`src/rtl/grid_write_arbiter_if.sv`:
```
// ----------------------------------------------------------------------------
// grid_write_arbiter_if : player request/ack, clear control and grid RAM port
// Rev 1.0
// ----------------------------------------------------------------------------
`default_nettype none

interface grid_write_arbiter_if;
  logic        p0_req;
  logic        p1_req;
  logic [11:0] p0_addr;
  logic [11:0] p1_addr;
  logic [3:0]  p0_data;
  logic [3:0]  p1_data;
  logic        p0_ack;
  logic        p1_ack;
  logic        p0_hit;
  logic        p1_hit;
  logic        clr_start;
  logic [3:0]  clr_color;
  logic        clr_done;
  logic [3:0]  color_data_in;
  logic        wren_gridData;
  logic [3:0]  data_gridData;
  logic [11:0] wraddress_gridData;
  logic        busy;

  modport slave (
    input  p0_req, p1_req, p0_addr, p1_addr, p0_data, p1_data,
    input  clr_start, clr_color, color_data_in,
    output p0_ack, p1_ack, p0_hit, p1_hit, clr_done,
    output wren_gridData, data_gridData, wraddress_gridData, busy
  );

  modport master (
    output p0_req, p1_req, p0_addr, p1_addr, p0_data, p1_data,
    output clr_start, clr_color, color_data_in,
    input  p0_ack, p1_ack, p0_hit, p1_hit, clr_done,
    input  wren_gridData, data_gridData, wraddress_gridData, busy
  );
endinterface

`default_nettype wire

```
`src/rtl/grid_write_arbiter.sv`:
```
// ----------------------------------------------------------------------------
// grid_write_arbiter : round-robin two-player grid-cell writer with full-grid clear
// Rev 1.0
// ----------------------------------------------------------------------------
`default_nettype none

module grid_write_arbiter (
  input  wire                  iVGA_CLK,
  input  wire                  iRST_n,
  grid_write_arbiter_if.slave  bus_if
);

  localparam logic [11:0] c_FIRST_OFFGRID = 12'd3072;
  localparam logic [11:0] c_LAST_CELL     = 12'd4095;

  typedef enum logic [2:0] {
    IDLE  = 3'd0,
    PROBE = 3'd1,
    CHECK = 3'd2,
    WRITE = 3'd3,
    HIT   = 3'd4,
    CLEAR = 3'd5
  } state_t;

  state_t      state_q, state_d;
  logic        win_q, win_d;          // 0 = p0 owns the access, 1 = p1
  logic        last_q, last_d;        // requester acked most recently
  logic [11:0] addr_q, addr_d;
  logic [3:0]  data_q, data_d;
  logic        pend_q, pend_d;
  logic [3:0]  clr_color_q, clr_color_d;
  logic [11:0] cnt_q, cnt_d;
  logic        done_q, done_d;
  logic        w_grant_p1;

  // p1 wins alone, or in a tie when p0 was the one served last
  assign w_grant_p1 = bus_if.p1_req && (!bus_if.p0_req || !last_q);

  always_comb begin
    state_d     = state_q;
    win_d       = win_q;
    last_d      = last_q;
    addr_d      = addr_q;
    data_d      = data_q;
    pend_d      = pend_q;
    clr_color_d = clr_color_q;
    cnt_d       = cnt_q;
    done_d      = 1'b0;

    if (bus_if.clr_start && (state_q != IDLE)) begin
      pend_d = 1'b1;
    end

    case (state_q)
      IDLE: begin
        if (bus_if.clr_start || pend_q) begin
          state_d     = CLEAR;
          pend_d      = 1'b0;
          cnt_d       = 12'd0;
          clr_color_d = bus_if.clr_color;
        end else if (bus_if.p0_req || bus_if.p1_req) begin
          state_d = PROBE;
          win_d   = w_grant_p1;
          addr_d  = w_grant_p1 ? bus_if.p1_addr : bus_if.p0_addr;
          data_d  = w_grant_p1 ? bus_if.p1_data : bus_if.p0_data;
        end
      end
      PROBE: state_d = CHECK;
      CHECK: begin
        if ((addr_q >= c_FIRST_OFFGRID) || (bus_if.color_data_in != 4'd0)) begin
          state_d = HIT;
        end else begin
          state_d = WRITE;
        end
      end
      WRITE, HIT: begin
        state_d = IDLE;
        last_d  = win_q;
      end
      CLEAR: begin
        if (cnt_q == c_LAST_CELL) begin
          state_d = IDLE;
          done_d  = 1'b1;
        end else begin
          cnt_d = cnt_q + 12'd1;
        end
      end
      default: state_d = IDLE;
    endcase
  end

  always_ff @(posedge iVGA_CLK or negedge iRST_n) begin
    if (!iRST_n) begin
      state_q     <= IDLE;
      win_q       <= 1'b0;
      last_q      <= 1'b1;
      addr_q      <= 12'd0;
      data_q      <= 4'd0;
      pend_q      <= 1'b0;
      clr_color_q <= 4'd0;
      cnt_q       <= 12'd0;
      done_q      <= 1'b0;
    end else begin
      state_q     <= state_d;
      win_q       <= win_d;
      last_q      <= last_d;
      addr_q      <= addr_d;
      data_q      <= data_d;
      pend_q      <= pend_d;
      clr_color_q <= clr_color_d;
      cnt_q       <= cnt_d;
      done_q      <= done_d;
    end
  end

  // Outputs decode only from state and latched registers
  assign bus_if.busy               = (state_q != IDLE);
  assign bus_if.wren_gridData      = (state_q == WRITE) || (state_q == CLEAR);
  assign bus_if.wraddress_gridData = (state_q == CLEAR) ? cnt_q : addr_q;
  assign bus_if.data_gridData      = (state_q == CLEAR) ? clr_color_q : data_q;
  assign bus_if.p0_ack             = ((state_q == WRITE) || (state_q == HIT)) && !win_q;
  assign bus_if.p1_ack             = ((state_q == WRITE) || (state_q == HIT)) &&  win_q;
  assign bus_if.p0_hit             = (state_q == HIT) && !win_q;
  assign bus_if.p1_hit             = (state_q == HIT) &&  win_q;
  assign bus_if.clr_done           = done_q;

endmodule

`default_nettype wire

```
`src/flat_wrapper.sv`:
```
// flat-port wrapper written by rule: the top's interface ports become plain ports
module grid_write_arbiter_flat 
  (iVGA_CLK, iRST_n, bus_if_p0_req, bus_if_p1_req, bus_if_p0_addr, bus_if_p1_addr, bus_if_p0_data, bus_if_p1_data, bus_if_clr_start, bus_if_clr_color, bus_if_color_data_in, bus_if_p0_ack, bus_if_p1_ack, bus_if_p0_hit, bus_if_p1_hit, bus_if_clr_done, bus_if_wren_gridData, bus_if_data_gridData, bus_if_wraddress_gridData, bus_if_busy);
  grid_write_arbiter_if bus_if_i ();
  input  wire iVGA_CLK;
  input  wire iRST_n;
  input wire logic [$bits(bus_if_i.p0_req)-1:0] bus_if_p0_req;
  input wire logic [$bits(bus_if_i.p1_req)-1:0] bus_if_p1_req;
  input wire logic [$bits(bus_if_i.p0_addr)-1:0] bus_if_p0_addr;
  input wire logic [$bits(bus_if_i.p1_addr)-1:0] bus_if_p1_addr;
  input wire logic [$bits(bus_if_i.p0_data)-1:0] bus_if_p0_data;
  input wire logic [$bits(bus_if_i.p1_data)-1:0] bus_if_p1_data;
  input wire logic [$bits(bus_if_i.clr_start)-1:0] bus_if_clr_start;
  input wire logic [$bits(bus_if_i.clr_color)-1:0] bus_if_clr_color;
  input wire logic [$bits(bus_if_i.color_data_in)-1:0] bus_if_color_data_in;
  output wire logic [$bits(bus_if_i.p0_ack)-1:0] bus_if_p0_ack;
  output wire logic [$bits(bus_if_i.p1_ack)-1:0] bus_if_p1_ack;
  output wire logic [$bits(bus_if_i.p0_hit)-1:0] bus_if_p0_hit;
  output wire logic [$bits(bus_if_i.p1_hit)-1:0] bus_if_p1_hit;
  output wire logic [$bits(bus_if_i.clr_done)-1:0] bus_if_clr_done;
  output wire logic [$bits(bus_if_i.wren_gridData)-1:0] bus_if_wren_gridData;
  output wire logic [$bits(bus_if_i.data_gridData)-1:0] bus_if_data_gridData;
  output wire logic [$bits(bus_if_i.wraddress_gridData)-1:0] bus_if_wraddress_gridData;
  output wire logic [$bits(bus_if_i.busy)-1:0] bus_if_busy;
  assign bus_if_i.p0_req = bus_if_p0_req;
  assign bus_if_i.p1_req = bus_if_p1_req;
  assign bus_if_i.p0_addr = bus_if_p0_addr;
  assign bus_if_i.p1_addr = bus_if_p1_addr;
  assign bus_if_i.p0_data = bus_if_p0_data;
  assign bus_if_i.p1_data = bus_if_p1_data;
  assign bus_if_i.clr_start = bus_if_clr_start;
  assign bus_if_i.clr_color = bus_if_clr_color;
  assign bus_if_i.color_data_in = bus_if_color_data_in;
  assign bus_if_p0_ack = bus_if_i.p0_ack;
  assign bus_if_p1_ack = bus_if_i.p1_ack;
  assign bus_if_p0_hit = bus_if_i.p0_hit;
  assign bus_if_p1_hit = bus_if_i.p1_hit;
  assign bus_if_clr_done = bus_if_i.clr_done;
  assign bus_if_wren_gridData = bus_if_i.wren_gridData;
  assign bus_if_data_gridData = bus_if_i.data_gridData;
  assign bus_if_wraddress_gridData = bus_if_i.wraddress_gridData;
  assign bus_if_busy = bus_if_i.busy;
  grid_write_arbiter u_core (.iVGA_CLK(iVGA_CLK), .iRST_n(iRST_n), .bus_if(bus_if_i));
endmodule
```
`config.mk`:
```
export PLATFORM = sky130hd
export DESIGN_NAME = grid_write_arbiter_flat
export DESIGN_NICKNAME = d
export VERILOG_FILES = /design/src/rtl/grid_write_arbiter_if.sv /design/src/rtl/grid_write_arbiter.sv /design/src/flat_wrapper.sv
export SDC_FILE = /design/constraint.sdc
export NUM_CORES = 1
export LEC_CHECK = 0
export BUFFER_PORTS_ARGS = -buffer_cell sky130_fd_sc_hd__buf_4
export CAP_MARGIN = 20
export CELL_PAD_IN_SITES_DETAIL_PLACEMENT = 2
export CELL_PAD_IN_SITES_GLOBAL_PLACEMENT = 2
export CORE_MARGIN = 2
export CORE_UTILIZATION = 29
export DETAILED_ROUTE_END_ITERATION = 10
export GPL_ROUTABILITY_DRIVEN = 0
export GPL_TIMING_DRIVEN = 0
export PLACE_DENSITY_LB_ADDON = 0.1
export SYNTH_ARGS = -nofsm -noshare
export SYNTH_HDL_FRONTEND = slang
export SYNTH_SLANG_ARGS = --single-unit
```
`constraint.sdc`:
```
create_clock -name iVGA_CLK -period 2 [get_ports iVGA_CLK]
set_clock_uncertainty 0.05 [all_clocks]
set_input_delay 0.4 -clock iVGA_CLK [delete_from_list [all_inputs] [get_ports iVGA_CLK]]
set_output_delay 0.4 -clock iVGA_CLK [all_outputs]
set_load 0.05 [all_outputs]
```
# --- Word level (Yosys, flattened, before mapping) ---
# Cells that the tools add are included.
word_totals:
  elab_cells: 63
  out_inout_bits: 23
  reg_bits: 39
  input_bits: 45
op_classes:
  magnitude_cmp: 1
  reduce_logical: 24
  mux: 17
  add_sub_neg: 1
  n_bitwise: 1
  eq_ne: 10
ops:
  columns: ["operator", "n"]
  rows:
  - ["2-to-1 mux 12 bit", 4]
  - ["case mux 12 bit (2 select lines)", 1]
  - ["adder 12 x 1 -> 12 bit, second input constant", 1]
  - ["== test 12 bit, second input constant", 1]
  - [">= comparator 12 bit, second input constant", 1]
  - ["2-to-1 mux 3 bit", 4]
  - ["case mux 3 bit (4 select lines)", 1]
  - ["2-to-1 mux 4 bit", 2]
  - ["== test 3 x 2 -> 1 bit, second input constant", 2]
  - ["== test 3 bit, second input constant", 2]
  - ["logical AND 1 bit", 6]
  - ["logical OR 1 bit", 6]
  - ["AND reduction 3 bit", 2]
  - ["2-to-1 mux 1 bit", 5]
  - ["!= test 2 x 1 -> 1 bit, second input constant", 2]
  - ["AND reduction 2 bit", 2]
  - ["nonzero test 4 bit", 1]
  - ["== test 3 x 1 -> 1 bit, second input constant", 1]
  - ["logical NOT 1 bit", 3]
  - ["logical NOT 3 bit", 1]
  - ["!= test 3 x 1 -> 1 bit, second input constant", 1]
  - ["nonzero test 3 bit", 1]
  - ["!= test 2 bit, second input constant", 1]
  - ["nonzero test 2 bit", 1]
  - ["2 further kinds", 2]

# --- Logic depth before layout (Yosys ltp) ---
# Gate-level depths: netlist (run 1).
logic_depth:
  word_depth: 5
  mapped_depth: 6
  ltp_nobuf: 5

# --- Least setup slack after synthesis (run 1) ---
# Ideal clock, no wire load.
synth_path:
  kind: "register -> output"
  from: "register u_core.state_q[1]"
  to: "output port bus_if_wraddress_gridData[1]"
  arrival_ns: 2.013
  path_buffers: 1
  slack_ns: -0.463
  stages_incl_launch_ff: 4
  t_required_ns: 1.550
  cell_sequence: "dfrtp_1 -> nand3b_1 -> clkbuf_1 -> o21ai_0"
synth_via:
  elab_chain_cells: 2
synth_lines:
  columns: ["element", "line_no", "text"]
  rows:
  - ["from (decl)", "grid_write_arbiter.sv:25", "state_t state_q, state_d;"]
  - ["from (signal assigned)", "grid_write_arbiter.sv:104", "state_q <= state_d;"]
  - ["== test 3 bit", "grid_write_arbiter.sv:119", "assign bus_if.wraddress_gridData = (state_q == CLEAR) ? cnt_q : addr_q;"]
  - ["2-to-1 mux 12 bit", "grid_write_arbiter.sv:119", null]
  - ["to (decl)", "flat_wrapper.sv:23", "output wire logic [$bits(bus_if_i.wraddress_gridData)-1:0] bus_if_wraddress_gridData;"]
# Every way passes these cells.

# --- Final worst setup path (run 1) ---
# Same ends and word-level chain as after synthesis.

==> results of run 1 <==
-- worst max path at each step --
stage,start,end
after global placement,u_core.state_q[0],bus_if_wraddress_gridData[2]
after global routing,u_core.state_q[1],bus_if_wraddress_gridData[3]
final,u_core.state_q[1],bus_if_wraddress_gridData[1]
after detailed placement,u_core.state_q[0],bus_if_wraddress_gridData[6]
after CTS,u_core.state_q[1],bus_if_wraddress_gridData[1]
after floorplan,u_core.state_q[0],bus_if_data_gridData[2]
-- Yosys cell counts (all sizes together) --
| cell | instances | area [sq um] |
|---|---|---|
| nand2 | 59 | 221 |
| dfrtp | 38 | 951 |
| nor2 | 32 | 120 |
| a21oi | 21 | 105 |
| mux2i | 19 | 190 |
| buf | 12 | 66.3 |
| a31oi | 11 | 68.8 |
| o21ai | 6 | 30.0 |
| mux2 | 5 | 56.3 |
| clkbuf | 4 | 15.0 |
| nand3 | 4 | 20.0 |
| nor4 | 4 | 55.1 |
| inv | 3 | 11.3 |
| nand4 | 3 | 18.8 |
| a211o | 2 | 17.5 |
| a21o | 2 | 15.0 |
| nand2b | 2 | 12.5 |
| nor2b | 2 | 12.5 |
| nor3 | 2 | 21.3 |
| o21a | 2 | 15.0 |
| a211oi | 1 | 20.0 |
| a21boi | 1 | 7.51 |
| a221o | 1 | 10.0 |
| a22oi | 1 | 7.51 |
| a32o | 1 | 10.0 |
| and2 | 1 | 6.26 |
| and3 | 1 | 6.26 |
| and3b | 1 | 8.76 |
| and4 | 1 | 8.76 |
| dfstp | 1 | 26.3 |
| ha | 1 | 12.5 |
| nand3b | 1 | 7.51 |
| nand4b | 1 | 8.76 |
| nor3b | 1 | 7.51 |
| o22ai | 1 | 6.26 |
| o31ai | 1 | 7.51 |
| or2 | 1 | 6.26 |
-- stage by stage --
step | total power (W) | setup slack, ns
final | 0.00592 | -0.0287
after global routing | 0.00626 | -0.102
after CTS | 0.00566 | -0.0671
after detailed placement | 0.00440 | -0.392
after global placement | 0.00432 | -0.333
after floorplan | 0.00343 | -0.0164
-- power by group through the flow --
stage / logic [W] / clock network (W) / registers [W]
6_report: 0.00372 / 0.000792 / 0.00141
5_1_grt: 0.00396 / 0.000843 / 0.00146
4_1_cts: 0.00346 / 0.000808 / 0.00139
3_5_place_dp: 0.00301 / 0 / 0.00139
3_3_place_gp: 0.00293 / 0 / 0.00138
2_1_floorplan: 0.00213 / 0 / 0.00130
-- layout make-up --
type	count	area, sq um
Fill cell	823	3970
Sequential cell	39	980
Clock inverter	2	60.1
Multi-Input combinational cell	192	1230
Tap cell	99	124
Inverter	3	11.3
Clock buffer	6	72.6
Timing Repair Buffer	77	707
Buffer	16	145
-- timing repair --
item	CTS	global route
setup endpoints to repair	22	27
gates resized for setup	51	35
buffers inserted	7	2
pin swaps	8	8
gates cloned	1	0
hold buffers	0	0
-- cells in the final DEF, fill, tap and decap left out, types with 2 or more instances in the layout --
cell	netlist	routed
buf_4	3	57
nand2_1	59	37
dfrtp_1	38	36
nor2_1	32	29
a21oi_1	21	21
nand2_2	0	20
mux2i_1	19	19
buf_6	0	16
a31oi_1	11	11
buf_8	0	10
clkbuf_8	0	6
mux2_2	5	5
buf_2	8	4
nand4_1	3	3
nand3_1	4	3
o21ai_0	5	3
a21o_1	2	2
inv_1	2	2
o21ai_2	0	2
nor4_4	2	2
o21a_1	2	2
nand2_4	0	2
nor2_2	0	2
nor4_1	2	2
nand2b_1	2	2
a211o_1	2	2
clkbuf_1	4	2
bufinv_16	0	2
dfrtp_2	0	2
-- cells by family (layout without fill, tap and decap cells) --
group | after synthesis | in the layout
AOI/OAI and AO/OA | 51 | 51
adders and majority gates | 1 | 1
buffers and inverters | 19 | 104
DFF | 39 | 39
muxes | 24 | 24
and+or+nand+nor | 116 | 116
-- registers in the layout, summed over array words and instances (netlist names) --
name and count:
u_core.cnt_q 12, u_core.last_q 1, u_core.state_q 3, u_core.clr_color_q 4, u_core.bus_if.clr_done 1, u_core.win_q 1
u_core.addr_q 12, u_core.pend_q 1, u_core.data_q 4
-- routing by layer --
layer | track usage [%] | up-vias | wire (microns)
met1 | 24.6 | 1076 | 3320
met3 | 2.92 | 6 | 205
met4 | 6.06 | 0 | 82
met2 | 32.3 | 38 | 3920
li1 | - | 1031 | -
met5 | 0 | - | 0
-- critical path: cells and delay by family, from the launching register on --
kind	cells	cell delay [ns]
compound gates	1	0.13
buf+inv	3	0.50
flops	1	0.43
simple gates	1	0.23
==> impl_results.md, run 1 <==
* Status: finished with violations
* Failing checks: setup timing
* Largest net degree at the start of global routing at 40
* ANT cells at 0
* Vias per inst at roughly 5.0
* Post-synthesis cell type count at 43
* WP data required at between 1.5 and 2 ns
* CP endpoint kind: output pin
* Worst setup SP type: flop
* Synth Register Bits at 39
* Crit path top cell by count: buf_6
* DRC viols at 0
* Min-Delay Path Class: in -> async
* Max Cap Violations at 0
* I/O pins at just under 70
* Int Power at about 0.0031 W
* Vias in the first global route at ~2400
* Maximum clock frequency at 493 MHz
* Switching share of power at around 48%
* CP Data Arrival Time at 1.58 ns
* Worst-Margin Slew at 0.523 ns
* Clk buf depth at 2
* Number of instances in the placed design at between 400 and 500
* Switching Power at about 0.0028 W
* Post-synthesis mux area share at between 10% and 20%
* Worst skew pair latency at 0.29 ns
* Vias at about 2200
* TNS Setup at -0.231 ns
* Die area at 8270 sq um
* Clock power frac at about 13%
* Syn Inst Count at 250
* Post-route setup slack at -0.0287 ns
* Detailed Place HPWL at ~5400 microns
* Syn_nets at ~300
* Max-slew headroom at 65.1%
* Finished Layout Cells at about 430
* Hold Slack at between 0.01 and 0.015 ns
* Final net count at 380
* Total track usage at around a fifth
* Clock slew at reported path FFs at around 0.080 ns
* Ys Warns at 0
* Crit path cell chain: nand3b_1 > clkbuf_8 > buf_6 > o21ai_2 > buf_6
* Fin. Hold Viols at 0
* Initial DRC count at 68
* Static leakage at about 1.6 nW
* CP max stage delay at 0.43 ns
* CP Class: reg -> out
* Routed Antenna Nets at 0
* Num Clock Sinks at 39
* Core box area at roughly 7300 sq um
* Setup violations, final at 15
* Cells on worst reg2reg path at 7
* Starting Density at 30.0%
* Sequential power share at a little under a quarter
* Max Slew Vio Count at 0
* VDD IR max at 0.631 mV
* Clock root buffer: clkbuf_8
* Mapped Area at 2190 sq um
* Minimum clock period at just over 2 ns
* Power Density at between 1500 and 2000 nW/um^2
* Worst r2r dst: u_core.addr_q[8]
* Mean Syn Cell Area at between 8 and 9 sq um
* Post-synthesis adder-cell area fraction at less than 1%
* RSZ-0062 raised after global routing: true
* Total routed wirelength at approximately 7500 microns
* Final instance area at ~3300 sq um
* Placed Area at approximately 2800 sq um
* Die X at around 90 microns
* P&R area growth vs syn at 51.8%
* DRT Pass-1 Iters at 4
* Die Span Y at slightly above 90 microns
* GR Overflow Total at 0
* Sequential-to-total area share from yosys stat at about 45%
* Reg2reg start: u_core.state_q[1]
* Antenna violations before repair at 0
* Port bufs at between 60 and 70
* Tcrit/Tclk final at 101%
* Layout cells sized above 1 at about 43%
* Final core utilization at between 40% and 50%
* Main combinational cell family by area after synthesis: simple AND/OR/NAND/NOR gates
* Mean routed wirelength per cell at 17.4 microns
* H-tree depth at 2
* Max FO, Critical Path at 6
* Proportion of power drawn by combinational gates at between 60% and 70%
* XOR/XNOR share of the synthesized area at 0%
* Reg2reg setup slack at roughly 0.060 ns
* Compound-gate portion of the synthesized area at between 10 and 15%
* Simple-gate share of the synthesized area at between 20% and 30%
* FP Rows at 31
* Global-route wire length before repair at between 10000 and 15000 microns
* CTS Buf Count at 5
* CTS tree: done
* Slowest CP cell: dfrtp_2
(Power assumes the default switching activity.)
==> run 2: changes to the inputs <==
Settings changed: ABC_AREA set to 1, REMOVE_ABC_BUFFERS set to 1.
==> impl_results.md, run 2 <==
* Failing checks: setup timing (unchanged)
* Die area at 9020 sq um (was 8270 sq um)
* Power Density at 1490 nW/um^2 (was 1780 nW/um^2)
* Main combinational cell family by area after synthesis: simple AND/OR/NAND/NOR gates (unchanged)
* Async SR Flop Fraction at 100% (unchanged)
* Max Slew Vio Count at 0 (unchanged)
* Number of instances in the placed design at 483 (was 416)
* Fill count at 919 (was 823)
* Post-synth top area share at 39.6% (was 43.4%)
* Mean routed wirelength per cell at 15.0 microns (was 17.4 microns)
* Simple-gate share of the synthesized area at 30.2% (was 24.7%)
* Most common cell after layout, fill and taps aside: nand2_1 (was buf_4)
* Max FO, Critical Path at 7 (was 6)
* CP Class: reg -> out (unchanged)
* CP Data Arrival Time at 1.56 ns (was 1.58 ns)
* Area leader, netlist: dfrtp_1 (unchanged)
* Vias in the first global route at 2560 (was 2384)
* Synth Register Bits at 39 (unchanged)
* Port bufs at 67 (unchanged)
* Post-route setup slack at -0.00519 ns (was -0.0287 ns)
* Ys Warns at 0 (unchanged)
* Initial DRC count at 43 (was 68)
* Biggest regs: u_core.addr_q (12), u_core.cnt_q (12) (unchanged)
* Clock slew at reported path FFs at 0.08 ns (about the same)
* Mapped Area at 2400 sq um (was 2190 sq um)
* XOR/XNOR share of the synthesized area at 0% (unchanged)
* Multi-input logic area at 1330 sq um (was 1230 sq um)
* Max-slew headroom at 58.4% (was 65.1%)
* CP endpoint kind: output pin (unchanged)
* VDD IR max at 0.618 mV (was 0.631 mV)
* Vias at 2383 (was 2151)
* Static leakage at 1.70 nW (was 1.56 nW)
* Maximum clock frequency at 499 MHz (was 493 MHz)
* Tcrit/Tclk final at 100% (was 101%)
* I/O pins at 68 (unchanged)
* Vias per inst at 4.68 (was 4.96)
* Total routed wirelength at 7650 microns (was 7530 microns)
* ANT cells at 0 (unchanged)
* Final core utilization at 42.6% (was 45.6%)
* Placed Area at 2950 sq um (was 2820 sq um)
* Global-route wire length before repair at 12200 microns (was 12300 microns)
* Antenna violations before repair at 0 (unchanged)
* Post-synth EDFFs at 0 (unchanged)
* WP data required at 1.55 ns (about the same)
* H-tree depth at 2 (unchanged)
* Fin. Hold Viols at 0 (unchanged)
* P&R area growth vs syn at 44.3% (was 51.8%)
* Post-synthesis adder-cell area fraction at 0.521% (was 0.571%)
* Power, Total at 0.00514 W (was 0.00592 W)
* RSZ-0062 raised after global routing: true (unchanged)
* Final net count at 449 (was 380)
* Mean Syn Cell Area at 7.45 sq um (was 8.76 sq um)
* Status: finished with violations (unchanged)
* Clock root buffer: clkbuf_8 (unchanged)
* CTS tree: done (unchanged)
* Clk buf depth at 2 (unchanged)
* CTS Buf Count at 5 (unchanged)
* Routed Antenna Nets at 0 (unchanged)
* Layout cells sized above 1 at 39.6% (was 42.7%)
* Hold Slack at 0.0209 ns (was 0.0141 ns)
* Register area at 981 sq um (was 980 sq um)
* Post-synth top cells: nand2_1 (99), inv_1 (43), dfrtp_1 (38), o21ai_0 (32), nor2_1 (28) (was nand2_1 (59), dfrtp_1 (38), nor2_1 (32), a21oi_1 (21), mux2i_1 (19))
* Die X at 95.0 microns (was 90.9 microns)
* Final instance area at 3460 sq um (was 3330 sq um)
* Worst skew pair latency at 0.30 ns (was 0.29 ns)
* Minimum clock period at 2.01 ns (was 2.03 ns)
* GR Overflow Total at 0 (unchanged)
* Syn Inst Count at 322 (was 250)
* Starting Density at 29.5% (was 30.0%)
* FP Rows at 33 (was 31)
* Min-Delay Path Class: in -> async (unchanged)
* Count leader, synth: nand2_1 (unchanged)
* Largest net degree at the start of global routing at 40 (unchanged)
* Max Cap Violations at 0 (unchanged)
* Die Span Y at 95.0 microns (was 90.9 microns)
* DRC viols at 0 (unchanged)
* Most frequent cells in the layout: nand2_1 (94), buf_4 (63), inv_1 (41) (was buf_4 (57), nand2_1 (37), dfrtp_1 (36))
* Compound-gate portion of the synthesized area at 17.4% (was 14.6%)
* Detailed Place HPWL at 4990 microns (was 5380 microns)
* Ys flop type: dfrtp_1 (unchanged)
* Core box area at 8130 sq um (was 7290 sq um)
* Setup violations, final at 1 (was 15)
* Post-synthesis mux area share at 0% (was 11.3%)
* Sequential-to-total area share from yosys stat at 40.7% (was 44.6%)
* Total track usage at 17.6% (was 18.9%)
* Worst-Margin Slew at 0.622 ns (was 0.523 ns)
* Worst setup SP type: flop (unchanged)
* DRT Pass-1 Iters at 4 (unchanged)
* Finished Layout Cells at 509 (was 434)
* Num Clock Sinks at 39 (unchanged)
* Synth area leaders: dfrtp_1 (40%), nand2_1 (15%), o21ai_2 (6.9%) (was dfrtp_1 (43%), nand2_1 (10%), mux2i_1 (8.7%))
* Post-synthesis cell type count at 29 (was 43)
-- run 2: kinds of logic after synthesis --
logic type,Yosys count
adders and majority gates,1
and+or+nand+nor,158
buffers and inverters,58
DFF,39
AOI/OAI and AO/OA,66
-- run 2: final timing paths --
| kind | from | end | slack, ns | cells after the start |
|---|---|---|---|---|
| min in group iVGA_CLK | bus_if_clr_color[0] | u_core.clr_color_q[0] | 0.27 | 3 |
| min | iRST_n | u_core.addr_q[0] | 0.02 | 1 |
| min reg2reg | u_core.clr_color_q[0] | u_core.clr_color_q[0] | 0.44 | 2 |
| max reg2reg | u_core.state_q[1] | u_core.addr_q[3] | 0.10 | 9 |
| max in group asynchronous | iRST_n | u_core.state_q[2] | 1.48 | 1 |
| max | u_core.state_q[0] | bus_if_wraddress_gridData[0] | -0.005 | 4 |
-- run 2: critical path, stage by stage (launching register included) --
cell and delay [ns]:
dfrtp_2 0.50, nand3_4 0.23, buf_12 0.22, a21oi_4 0.14, buf_6 0.17
-- run 2: layout make-up --
| type | count | share of cell area, % |
|---|---|---|
| flip-flops and latches | 39 | 28.3 |
| well taps | 105 | 3.79 |
| inverters | 47 | 5.53 |
| multi-input cells | 227 | 38.4 |
| clock buffers | 8 | 2.89 |
| repair buffers | 83 | 21.0 |
-- run 2: where the power goes --
group	total [W]	switching, W	internal (W)
logic	0.00327	0.00211	0.00117
clock network	0.000605	0.000290	0.000315
registers	0.00126	0.000202	0.00106
total	0.00514	0.00260	0.00254
-- run 2: metrics by stage --
| stage | TNS, ns | worst slack, ns |
|---|---|---|
| finish | -0.00519 | -0.00519 |
| global route | -1.10 | -0.0659 |
| detailed placement | -1.07 | -0.138 |
| floorplan | -4.09 | -0.399 |
| global placement | -0.492 | -0.104 |
| CTS | -0.0285 | -0.0105 |
-- run 2: timing repair --
action,4_1_cts,5_1_grt
gates resized for setup,31,42
gates cloned,1,2
hold buffers,0,0
endpoints found under the setup margin,26,20
buffers inserted,4,11
pin swaps,2,1
hold endpoints to repair,0,0
-- run 2: layer usage --
| layer | share of wire [%] | GRT usage [%] |
|---|---|---|
| met2 | 50 | 31.6 |
| met1 | 45 | 21.4 |
| met5 | 0 | 0 |
| met3 | 2.9 | 2.08 |
| met4 | 1.5 | 6.52 |
